`config.mk`:
```
export PLATFORM = sky130hd
export DESIGN_NAME = ii_window_scheduler_flat
export DESIGN_NICKNAME = d
export VERILOG_FILES = /design/src/rtl/fd_pkg.sv /design/src/rtl/ii_window_scheduler_if.sv /design/src/rtl/ii_window_stepper.sv /design/src/rtl/ii_window_scheduler.sv /design/src/flat_wrapper.sv
export SDC_FILE = /design/constraint.sdc
export NUM_CORES = 1
export LEC_CHECK = 0
export CAP_MARGIN = 20
export CELL_PAD_IN_SITES_DETAIL_PLACEMENT = 2
export CELL_PAD_IN_SITES_GLOBAL_PLACEMENT = 2
export CORE_MARGIN = 5
export CORE_UTILIZATION = 27
export DETAILED_ROUTE_END_ITERATION = 10
export PLACE_DENSITY_LB_ADDON = 0.1
export SYNTH_ARGS = -nofsm -noshare
export SYNTH_HDL_FRONTEND = slang
export SYNTH_SLANG_ARGS = --single-unit
```
`constraint.sdc`:
```
create_clock -name clk -period 2 [get_ports clk]
set_input_delay 0.4 -clock clk [delete_from_list [all_inputs] [get_ports clk]]
set_output_delay 0.4 -clock clk [all_outputs]
set_load 0.05 [all_outputs]
```
`src/rtl/fd_pkg.sv`:
```
// Shared definitions for the integral-image window scheduler: FSM encoding
// and window-count helpers derived from the scan geometry.
package fd_pkg;

   // Scheduler FSM encoding
   typedef logic [2:0] state_t;

   localparam state_t StIdle    = 3'd0;
   localparam state_t StLaunch  = 3'd1;
   localparam state_t StWait    = 3'd2;
   localparam state_t StAdvance = 3'd3;
   localparam state_t StDone    = 3'd4;

   // Number of window positions along one axis
   function automatic int unsigned win_count(input int unsigned img, input int unsigned win,
                                             input int unsigned step);
      return (img - win) / step + 1;
   endfunction

   // Window counts for the default 160x120 frame, 24-pixel window, stride 4
   localparam int unsigned NX = win_count(160, 24, 4);
   localparam int unsigned NY = win_count(120, 24, 4);

endpackage

```
`src/rtl/ii_window_scheduler_if.sv`:
```
// Handshake bundle between the scheduler, the capture path and the cascade.
// `continue` is a reserved word, so the rescan-mode input is named `continuous`.
interface ii_window_scheduler_if #(
   parameter int unsigned AW = 15
);
   logic          cap_done;
   logic          continuous;
   logic          arm;
   logic          detect_done;
   logic          detected_flag;
   logic          buf_lock;
   logic          detect_en;
   logic [AW-1:0] win_base_addr;
   logic [7:0]    win_x;
   logic [7:0]    win_y;
   logic          busy;
   logic          scan_done;
   logic [9:0]    hit_count;
   logic [7:0]    first_hit_x;
   logic [7:0]    first_hit_y;
   logic          timeout_err;

   // Environment side: capture path, control and cascade
   modport master (
      output cap_done, continuous, arm, detect_done, detected_flag,
      input  buf_lock, detect_en, win_base_addr, win_x, win_y, busy, scan_done,
             hit_count, first_hit_x, first_hit_y, timeout_err
   );

   // Scheduler side
   modport slave (
      input  cap_done, continuous, arm, detect_done, detected_flag,
      output buf_lock, detect_en, win_base_addr, win_x, win_y, busy, scan_done,
             hit_count, first_hit_x, first_hit_y, timeout_err
   );
endinterface

```
`src/rtl/ii_window_stepper.sv`:
```
// Window position counters. Keeps x/y and the buffer base address in step
// incrementally so no multiplier is needed: base = y*IMG_W + x by construction.
module ii_window_stepper
   import fd_pkg::*;
#(
   parameter int unsigned IMG_W = 160,
   parameter int unsigned IMG_H = 120,
   parameter int unsigned WIN   = 24,
   parameter int unsigned STEP  = 4,
   parameter int unsigned AW    = 15
) (
   input  logic          clk,
   input  logic          rst,
   input  logic          clear,
   input  logic          step,
   output logic [7:0]    win_x,
   output logic [7:0]    win_y,
   output logic [AW-1:0] win_base_addr,
   output logic          last_window
);

   localparam int unsigned NumX = win_count(IMG_W, WIN, STEP);
   localparam int unsigned NumY = win_count(IMG_H, WIN, STEP);

   // Positions are always multiples of STEP, so the last column/row is a fixed value
   localparam logic [7:0]    XLast   = 8'((NumX - 1) * STEP);
   localparam logic [7:0]    YLast   = 8'((NumY - 1) * STEP);
   localparam logic [7:0]    StepPx  = 8'(STEP);
   localparam logic [AW-1:0] StepA   = AW'(STEP);
   localparam logic [AW-1:0] RowStep = AW'(STEP * IMG_W);

   logic [7:0]    x_q, y_q;
   logic [AW-1:0] row_q, addr_q;
   logic          last_x, last_y;

   assign last_x = (x_q == XLast);
   assign last_y = (y_q == YLast);

   // Raster-order position update; clear rewinds to the top-left window
   always_ff @(posedge clk) begin
      if (rst || clear) begin
         x_q    <= '0;
         y_q    <= '0;
         row_q  <= '0;
         addr_q <= '0;
      end else if (step) begin
         if (!last_x) begin
            x_q    <= x_q + StepPx;
            addr_q <= addr_q + StepA;
         end else if (!last_y) begin
            x_q    <= '0;
            y_q    <= y_q + StepPx;
            row_q  <= row_q + RowStep;
            addr_q <= row_q + RowStep;
         end
      end
   end

   assign win_x         = x_q;
   assign win_y         = y_q;
   assign win_base_addr = addr_q;
   assign last_window   = last_x && last_y;

endmodule

```
`src/rtl/ii_window_scheduler.sv`:
```
// Scans every window of a captured integral-image frame through the cascade,
// holding the buffer locked for the duration and accumulating hit results.
module ii_window_scheduler
   import fd_pkg::*;
#(
   parameter int unsigned IMG_W   = 160,
   parameter int unsigned IMG_H   = 120,
   parameter int unsigned WIN     = 24,
   parameter int unsigned STEP    = 4,
   parameter int unsigned TIMEOUT = 4096,
   parameter int unsigned AW      = 15
) (
   input logic                 clk,
   input logic                 rst,
   ii_window_scheduler_if.slave bus
);

   localparam int unsigned WdW = (TIMEOUT > 1) ? $clog2(TIMEOUT) : 1;
   localparam logic [WdW-1:0] WdLast = WdW'(TIMEOUT - 1);

   // A window larger than the frame leaves no legal position to scan
   if (WIN > IMG_W || WIN > IMG_H || STEP == 0 || TIMEOUT == 0) begin : g_bad_geometry
      $fatal(1, "ii_window_scheduler: illegal geometry or timeout parameters");
   end

   state_t         state_q, state_d;
   logic           armed_q, armed_d;
   logic           buf_lock_q, buf_lock_d;
   logic           busy_q, busy_d;
   logic [9:0]     hit_q, hit_d;
   logic [7:0]     first_x_q, first_x_d;
   logic [7:0]     first_y_q, first_y_d;
   logic           timeout_q, timeout_d;
   logic [WdW-1:0] wd_q, wd_d;
   logic           start, clear, step, last_window;

   assign start = (state_q == StIdle) && bus.cap_done && (armed_q || bus.continuous);

   ii_window_stepper #(
      .IMG_W (IMG_W),
      .IMG_H (IMG_H),
      .WIN   (WIN),
      .STEP  (STEP),
      .AW    (AW)
   ) u_stepper (
      .clk           (clk),
      .rst           (rst),
      .clear         (clear),
      .step          (step),
      .win_x         (bus.win_x),
      .win_y         (bus.win_y),
      .win_base_addr (bus.win_base_addr),
      .last_window   (last_window)
   );

   // Next-state, result accumulation and watchdog
   always_comb begin
      state_d    = state_q;
      armed_d    = armed_q;
      buf_lock_d = buf_lock_q;
      busy_d     = busy_q;
      hit_d      = hit_q;
      first_x_d  = first_x_q;
      first_y_d  = first_y_q;
      timeout_d  = timeout_q;
      wd_d       = wd_q;
      clear      = 1'b0;
      step       = 1'b0;

      if (bus.arm) armed_d = 1'b1;

      case (state_q)
         StIdle: begin
            if (start) begin
               state_d    = StLaunch;
               armed_d    = 1'b0;
               buf_lock_d = 1'b1;
               busy_d     = 1'b1;
               hit_d      = '0;
               first_x_d  = '0;
               first_y_d  = '0;
               timeout_d  = 1'b0;
               clear      = 1'b1;
            end
         end
         StLaunch: begin
            state_d = StWait;
            wd_d    = '0;
         end
         StWait: begin
            // A result arriving on the timeout cycle wins over the timeout
            if (bus.detect_done) begin
               if (bus.detected_flag) begin
                  if (hit_q != 10'h3ff) hit_d = hit_q + 10'd1;
                  if (hit_q == '0) begin
                     first_x_d = bus.win_x;
                     first_y_d = bus.win_y;
                  end
               end
               state_d = StAdvance;
            end else if (wd_q == WdLast) begin
               timeout_d = 1'b1;
               state_d   = StAdvance;
            end else begin
               wd_d = wd_q + 1'b1;
            end
         end
         StAdvance: begin
            if (last_window) begin
               state_d = StDone;
            end else begin
               step    = 1'b1;
               state_d = StLaunch;
            end
         end
         StDone: begin
            buf_lock_d = 1'b0;
            busy_d     = 1'b0;
            state_d    = StIdle;
         end
         default: state_d = StIdle;
      endcase
   end

   // State registers with synchronous reset
   always_ff @(posedge clk) begin
      if (rst) begin
         state_q    <= StIdle;
         armed_q    <= 1'b0;
         buf_lock_q <= 1'b0;
         busy_q     <= 1'b0;
         hit_q      <= '0;
         first_x_q  <= '0;
         first_y_q  <= '0;
         timeout_q  <= 1'b0;
         wd_q       <= '0;
      end else begin
         state_q    <= state_d;
         armed_q    <= armed_d;
         buf_lock_q <= buf_lock_d;
         busy_q     <= busy_d;
         hit_q      <= hit_d;
         first_x_q  <= first_x_d;
         first_y_q  <= first_y_d;
         timeout_q  <= timeout_d;
         wd_q       <= wd_d;
      end
   end

   assign bus.detect_en   = (state_q == StLaunch);
   assign bus.scan_done   = (state_q == StDone);
   assign bus.buf_lock    = buf_lock_q;
   assign bus.busy        = busy_q;
   assign bus.hit_count   = hit_q;
   assign bus.first_hit_x = first_x_q;
   assign bus.first_hit_y = first_y_q;
   assign bus.timeout_err = timeout_q;

endmodule

```
`src/flat_wrapper.sv`:
```
// flat-port wrapper written by rule: the top's interface ports become plain ports
module ii_window_scheduler_flat import fd_pkg::*;
#(
   parameter int unsigned IMG_W   = 160,
   parameter int unsigned IMG_H   = 120,
   parameter int unsigned WIN     = 24,
   parameter int unsigned STEP    = 4,
   parameter int unsigned TIMEOUT = 4096,
   parameter int unsigned AW      = 15
)
  (clk, rst, bus_cap_done, bus_continuous, bus_arm, bus_detect_done, bus_detected_flag, bus_buf_lock, bus_detect_en, bus_win_base_addr, bus_win_x, bus_win_y, bus_busy, bus_scan_done, bus_hit_count, bus_first_hit_x, bus_first_hit_y, bus_timeout_err);
  ii_window_scheduler_if #(.AW(AW)) bus_i ();
  input logic clk;
  input logic rst;
  input wire logic [$bits(bus_i.cap_done)-1:0] bus_cap_done;
  input wire logic [$bits(bus_i.continuous)-1:0] bus_continuous;
  input wire logic [$bits(bus_i.arm)-1:0] bus_arm;
  input wire logic [$bits(bus_i.detect_done)-1:0] bus_detect_done;
  input wire logic [$bits(bus_i.detected_flag)-1:0] bus_detected_flag;
  output wire logic [$bits(bus_i.buf_lock)-1:0] bus_buf_lock;
  output wire logic [$bits(bus_i.detect_en)-1:0] bus_detect_en;
  output wire logic [$bits(bus_i.win_base_addr)-1:0] bus_win_base_addr;
  output wire logic [$bits(bus_i.win_x)-1:0] bus_win_x;
  output wire logic [$bits(bus_i.win_y)-1:0] bus_win_y;
  output wire logic [$bits(bus_i.busy)-1:0] bus_busy;
  output wire logic [$bits(bus_i.scan_done)-1:0] bus_scan_done;
  output wire logic [$bits(bus_i.hit_count)-1:0] bus_hit_count;
  output wire logic [$bits(bus_i.first_hit_x)-1:0] bus_first_hit_x;
  output wire logic [$bits(bus_i.first_hit_y)-1:0] bus_first_hit_y;
  output wire logic [$bits(bus_i.timeout_err)-1:0] bus_timeout_err;
  assign bus_i.cap_done = bus_cap_done;
  assign bus_i.continuous = bus_continuous;
  assign bus_i.arm = bus_arm;
  assign bus_i.detect_done = bus_detect_done;
  assign bus_i.detected_flag = bus_detected_flag;
  assign bus_buf_lock = bus_i.buf_lock;
  assign bus_detect_en = bus_i.detect_en;
  assign bus_win_base_addr = bus_i.win_base_addr;
  assign bus_win_x = bus_i.win_x;
  assign bus_win_y = bus_i.win_y;
  assign bus_busy = bus_i.busy;
  assign bus_scan_done = bus_i.scan_done;
  assign bus_hit_count = bus_i.hit_count;
  assign bus_first_hit_x = bus_i.first_hit_x;
  assign bus_first_hit_y = bus_i.first_hit_y;
  assign bus_timeout_err = bus_i.timeout_err;
  ii_window_scheduler #(.IMG_W(IMG_W), .IMG_H(IMG_H), .WIN(WIN), .STEP(STEP), .TIMEOUT(TIMEOUT), .AW(AW)) u_core (.clk(clk), .rst(rst), .bus(bus_i));
endmodule
```
After elaboration in Yosys (flattened, before gate mapping):

Index checks and enable logic that the tools add are counted.

* bitwise logic cells: 1
* mux-type cells: 39
* reductions and logical operators: 18
* equality and inequality tests: 18
* add/subtract/negate cells: 6

Operator list (number)
* $mux 8: 9
* $mux 10: 4
* $pmux 8 s2: 2
* $mux 15: 2
* $mux 12: 2
* $pmux 12 s2: 1
* $pmux 10 s2: 1
* $add 8x3->8 const B: 2
* $add 15x10->15 const B: 1
* $add 15x3->15 const B: 1
* $add 12x1->12 const B: 1
* $eq 12x12->1 const B: 1
* $mux 3: 4
* $pmux 3 s4: 1
* $mux 1: 11
* $add 10x1->10 const B: 1
* $logic_not 10->1: 1
* $ne 10x10->1 const B: 1
* $ne 2x2->1 const B: 5
* $reduce_and 5->1: 2
* $eq 8x7->1 const B: 1
* $eq 8x8->1 const B: 1
* $ne 2x1->1 const B: 4
* $eq 3x2->1 const B: 2
* other kinds (12): 21

* bits of input ports: 7
* word-level logic and storage cells: 94
* bits in registers: 90

Logic depth before layout (Yosys ltp):

* depth in word-level cells: 6
* mapped depth: 8
* depth with buffers taken out: 7

Hierarchy:

Synthesis repeated with hierarchy kept, for this count alone.

* cells, all modules: 485
* area total of the unflattened synthesis: 4085.2 µm²

Modules (own cells, without submodules)
* ii_window_scheduler: times used 1, seq. area each 880.8 µm², area an instance 2289.7 µm², cells each 266
* ii_window_stepper: times used 1, seq. area each 660.6 µm², area an instance 1795.5 µm², cells each 219

Worst setup path after synthesis:

No wires, ideal clock.

* path kind: register -> register
* start point: register u_core.state_q[2]
* end point: register u_core.wd_q[3]
* cell stages (with the launch flop): 7
* arrival: 2814 ps
* data required time: 1926 ps
* setup time: 74 ps
* setup slack: -888 ps
* period minus slack after synthesis: 2888 ps
* cell sequence: dfxtp_1 buf_2 nor3b_1 nor4_1 or3_4 or4_1 o21ai_0

* cells in the longest elaborated chain, start to end: 3
* elaborated cells on any way between the ends: 7
* classes of those cells: 4 x eq/ne; 1 x mux; 2 x reduce/logical

RTL lines
* start: declaration: line ii_window_scheduler.sv:26 `state_t state_q, state_d;`
* start signal: assignment: line ii_window_scheduler.sv:128 `state_q <= StIdle;`
* start signal: assignment: line ii_window_scheduler.sv:138 `state_q <= state_d;`
* $eq 3x1->1 (*)
* via bus_detect_en: line flat_wrapper.sv:21 `output wire logic [$bits(bus_i.detect_en)-1:0] bus_detect_en;`
* $reduce_bool 2->1 (no source line)
* $reduce_and 3->1 (no source line)
* end signal: assignment: line ii_window_scheduler.sv:146 `wd_q <= wd_d;`
* end: declaration: line ii_window_scheduler.sv:34 `logic [WdW-1:0] wd_q, wd_d;`

The timed path passes the listed nets; every way through them passes the cells marked *.
A chain may end at the register's enable or synchronous reset.

Worst setup path after layout:

* start point: register u_core.u_stepper.addr_q[14], in the netlist u_core.u_stepper.win_base_addr[14]
* end point: output bus_win_base_addr[14]

RTL lines
* start: declaration: line ii_window_stepper.sv:33 `logic [AW-1:0] row_q, addr_q;`
* start signal: assignment: line ii_window_stepper.sv:49 `addr_q <= addr_q + StepA;`
* start signal: assignment: line ii_window_stepper.sv:54 `addr_q <= row_q + RowStep;`
* end: declaration: line flat_wrapper.sv:22 `output wire logic [$bits(bus_i.win_base_addr)-1:0] bus_win_base_addr;`

No word-level cell between the ends.

==> metrics.txt <==
worst path cell trace clkdlybuf4s50_1; # nets final approximately 600; Final Cycle Share 0.976; Initial Util 0.274; LEAKAGE between 2 and 2.5 nW; Crit Path Category flop to output pin; clk buf depth 2; DIE AREA 0.0164 mm²; WL/cell 17.8 µm; detailed-route DRC error count 0; Final Max Tran Viols 0; worst r2r src u_core.wd_q[1]; Internal about 0.0027 W; die height between 100 and 150 µm; Layout Cells excl Fill 771; row cnt 43; # setup viols final 0; routed wire length about 14 mm; Worst Setup SP u_core.u_stepper.win_base_addr[14]; Antenna Diode Count 0; worst path bufs/invs 1; Reg2Reg Capture Point u_core.wd_q[10]; CTS clock-pin slew for the worst setup and hold paths 0.06 ns; clk root buf clkbuf_16; flops & latches, synth 73; CP Capture Type output pin; library cells used by synthesis 59; outcome completed; Final Worst Setup Slack ~0.047 ns; layout cell share with drive strength beyond 1 0.245; vias post-DR approximately 3.9k; Hold Path Class flop to flop; CP max-delay cell clkdlybuf4s50_1; # clock sinks between 70 and 80; post-DR vias/cell between 5 and 6; Slew @ Worst Pin between 0.7 and 0.8 ns; fmax between 500 and 600 MHz; sequential area share after synthesis 0.387; Switch Pwr ~0.0012 W; synthesized area around 0.0038 mm²; Max stage delay on crit path between 0.8 and 0.9 ns; 1st-pass router iterations 4; async set-reset flop share out of synthesis 0; cell depth of the worst setup path 1; Setup crit end bus_win_base_addr[14]; Ports ~70; reg2reg setup slack roughly 0.070 ns; VDD IR max just over 0.4 mV; largest net degree at the start of global routing 23; TritonCTS clock tree yes; Yosys Warn Count 0; Cells after DPL 754; Critical Path Start Type flop; vias in the first global route approximately 4.2k; clk_skew 0.00940 ns; gp weighted congestion a little over 0.8; IO Port Bufs 58; antenna violations before repair 0; Layout Area Growth over Synthesis 39.9%; Sequential Power Share 0.387; Critical Path AT approximately 1.6 ns; DRT iter0 DRCs 102; Fin Setup TNS 0 ns; first-pass GRT wire length approximately 22 mm; min cycle time layout a little under 2 ns; Worst Path Max Fanout 3; Critical Path RT around 1.6 ns; worst rel slew slack 0.526; GRT Overall Usage 0.171; Clock Power Share 0.404; number of flops mapped to enable cells by yosys 0; Syn Inst Count ~470; Power Density around 730 mW/mm²; reg2reg path depth 8; total gr overflow 0; Synth Area per Inst between 8 and 9 µm²; chip width ~130 µm; worst skew pair latency approximately 0.35 ns; switching part of the total 0.302; Placeable Area around 0.014 mm²; Inserted Clock Buffers 9; htree depth 3; Hold Vio Cnt, Final 0; Post-DRT Antenna Nets 0; CP delay by family, top buffers and inverters; HPWL Detailed approximately 10 mm; dpl ws -0.188 ns; fill count approximately 1.6k; max_cap viols 0; Comb pwr share 0.209; Top FF cell, synth dfxtp_1
power groups by stage:
stage / logic, W / registers [W] / clock network (W)
after floorplan: 0.000437 / 0.00155 / 0
after detailed placement: 0.000804 / 0.00152 / 0
after global routing: 0.000870 / 0.00149 / 0.00168
final: 0.000807 / 0.00149 / 0.00156
after global placement: 0.000791 / 0.00152 / 0
after CTS: 0.000812 / 0.00149 / 0.00162
cell type report:
type                    count  area [µm²]  area share
multi-input cells         363        2180       0.413
flip-flops and latches     73        1470       0.279
repair buffers            129        1080       0.204
inverters                  10        37.5     0.00711
clock buffers              11         253      0.0479
well taps                 180         225      0.0427
clock inverters             5        30.0     0.00569
synth_stat cells, types with 3 or more instances:
cell type | number | share of area
dfxtp_1 | 73 | 0.39
nor2_1 | 61 | 0.061
nand2_1 | 46 | 0.046
a21oi_1 | 42 | 0.056
nand3_1 | 34 | 0.045
o21ai_0 | 22 | 0.029
nor3_1 | 20 | 0.027
clkbuf_1 | 14 | 0.014
xor2_1 | 14 | 0.033
buf_4 | 12 | 0.024
xnor2_1 | 11 | 0.026
ha_1 | 10 | 0.033
inv_1 | 9 | 0.0090
a31oi_1 | 8 | 0.013
and3_1 | 7 | 0.012
nand4_1 | 6 | 0.010
nor4_1 | 6 | 0.010
and2_1 | 4 | 0.0066
and4_1 | 4 | 0.0093
or3_1 | 4 | 0.0066
or4_1 | 4 | 0.0080
a211oi_1 | 3 | 0.0060
a22oi_1 | 3 | 0.0060
buf_2 | 3 | 0.0040
mux2i_1 | 3 | 0.0080
nor3b_1 | 3 | 0.0060
o211ai_1 | 3 | 0.0060
state kept, by name, summed over array words and instances, names as in the netlist:
| register | cells |
|---|---|
| u_core.u_stepper.win_base_addr | 13 |
| u_core.wd_q | 12 |
| u_core.bus.hit_count | 10 |
| u_core.u_stepper.row_q | 8 |
| u_core.bus.first_hit_x | 6 |
| u_core.bus.first_hit_y | 6 |
| u_core.u_stepper.win_x | 6 |
| u_core.u_stepper.win_y | 6 |
| u_core.state_q | 3 |
| u_core.armed_q | 1 |
| u_core.bus.buf_lock | 1 |
| u_core.bus.timeout_err | 1 |
per-stage QoR:
stage | power [W] | utilization | hold WS, ns | cell area (µm²)
after floorplan | 0.00198 | - | 0.433 | 3840
after CTS | 0.00392 | 0.381 | 0.461 | 5250
after global routing | 0.00404 | 0.383 | 0.485 | 5280
final | 0.00386 | 0.383 | 0.458 | 5280
after detailed placement | 0.00233 | 0.360 | 0.453 | 4960
after global placement | 0.00231 | 0.360 | 0.443 | 4960
cells by family after synthesis:
group                    after synthesis  synth area share
other                                  1          0.000994
buffers and inverters                 42            0.0587
adder cells (fa/ha/maj)               10            0.0332
AO/OA/AOI/OAI                        102             0.175
multiplexers                           3           0.00796
flip-flops                            73             0.387
XOR/XNOR                              25            0.0580
AND/OR/NAND/NOR                      213             0.278
worst min path at each step:
stage | startpoint | end | depth (start not counted)
6_report | u_core.bus.first_hit_y[2] | u_core.bus.first_hit_y[2] | 2
5_1_grt | u_core.bus.first_hit_x[6] | u_core.bus.first_hit_x[6] | 2
4_1_cts | u_core.bus.first_hit_y[2] | u_core.bus.first_hit_y[2] | 2
3_5_place_dp | u_core.bus.first_hit_y[2] | u_core.bus.first_hit_y[2] | 2
3_3_place_gp | u_core.bus.first_hit_y[6] | u_core.bus.first_hit_y[6] | 2
2_1_floorplan | u_core.armed_q | u_core.armed_q | 2
repair_timing:
action                                  CTS  global route
endpoints found under the setup margin    6            22
setup buffers                             0             1
pin swaps                                 0             1
hold buffers                              0             0
hold endpoints to repair                  0             0
gates resized for setup                   5             5
cloned                                    0             0
metal layers:
| metal | vias to the layer above | part of all wire | GRT usage |
|---|---|---|---|
| met5 | - | 0 | 0 |
| met4 | 0 | 0.016 | 0.0562 |
| met3 | 17 | 0.025 | 0.0333 |
| met2 | 46 | 0.50 | 0.290 |
| met1 | 1932 | 0.46 | 0.218 |
| li1 | 1889 | - | - |
worst reg2reg max path: stages (launching register included):
cell	delay (ns)
dfxtp_1	0.40
ha_1	0.21
nand4_1	0.09
buf_4	0.17
nor4_4	0.33
or3_1	0.21
buf_4	0.16
a21oi_1	0.05
a211oi_1	0.23
placed cells by master (no fill, tap or decap), types with 3 or more instances in the layout:
| master | count |
|---|---|
| a211oi_1 | 3 |
| a21oi_1 | 42 |
| a22oi_1 | 3 |
| a31oi_1 | 8 |
| and2_1 | 4 |
| and3_1 | 7 |
| and4_1 | 4 |
| buf_12 | 3 |
| buf_4 | 97 |
| clkbuf_16 | 9 |
| clkdlybuf4s50_1 | 23 |
| clkinv_2 | 3 |
| conb_1 | 10 |
| dfxtp_1 | 64 |
| dfxtp_2 | 9 |
| dlygate4sd2_1 | 4 |
| ha_1 | 10 |
| inv_1 | 9 |
| mux2i_1 | 3 |
| nand2_1 | 46 |
| nand3_1 | 34 |
| nand4_1 | 6 |
| nor2_1 | 61 |
| nor3_1 | 18 |
| nor4_1 | 4 |
| o211ai_1 | 3 |
| o21ai_0 | 22 |
| or3_1 | 4 |
| or4_1 | 4 |
| xnor2_1 | 11 |
| xor2_1 | 14 |
No activity file was read; power rests on OpenSTA's default activity.
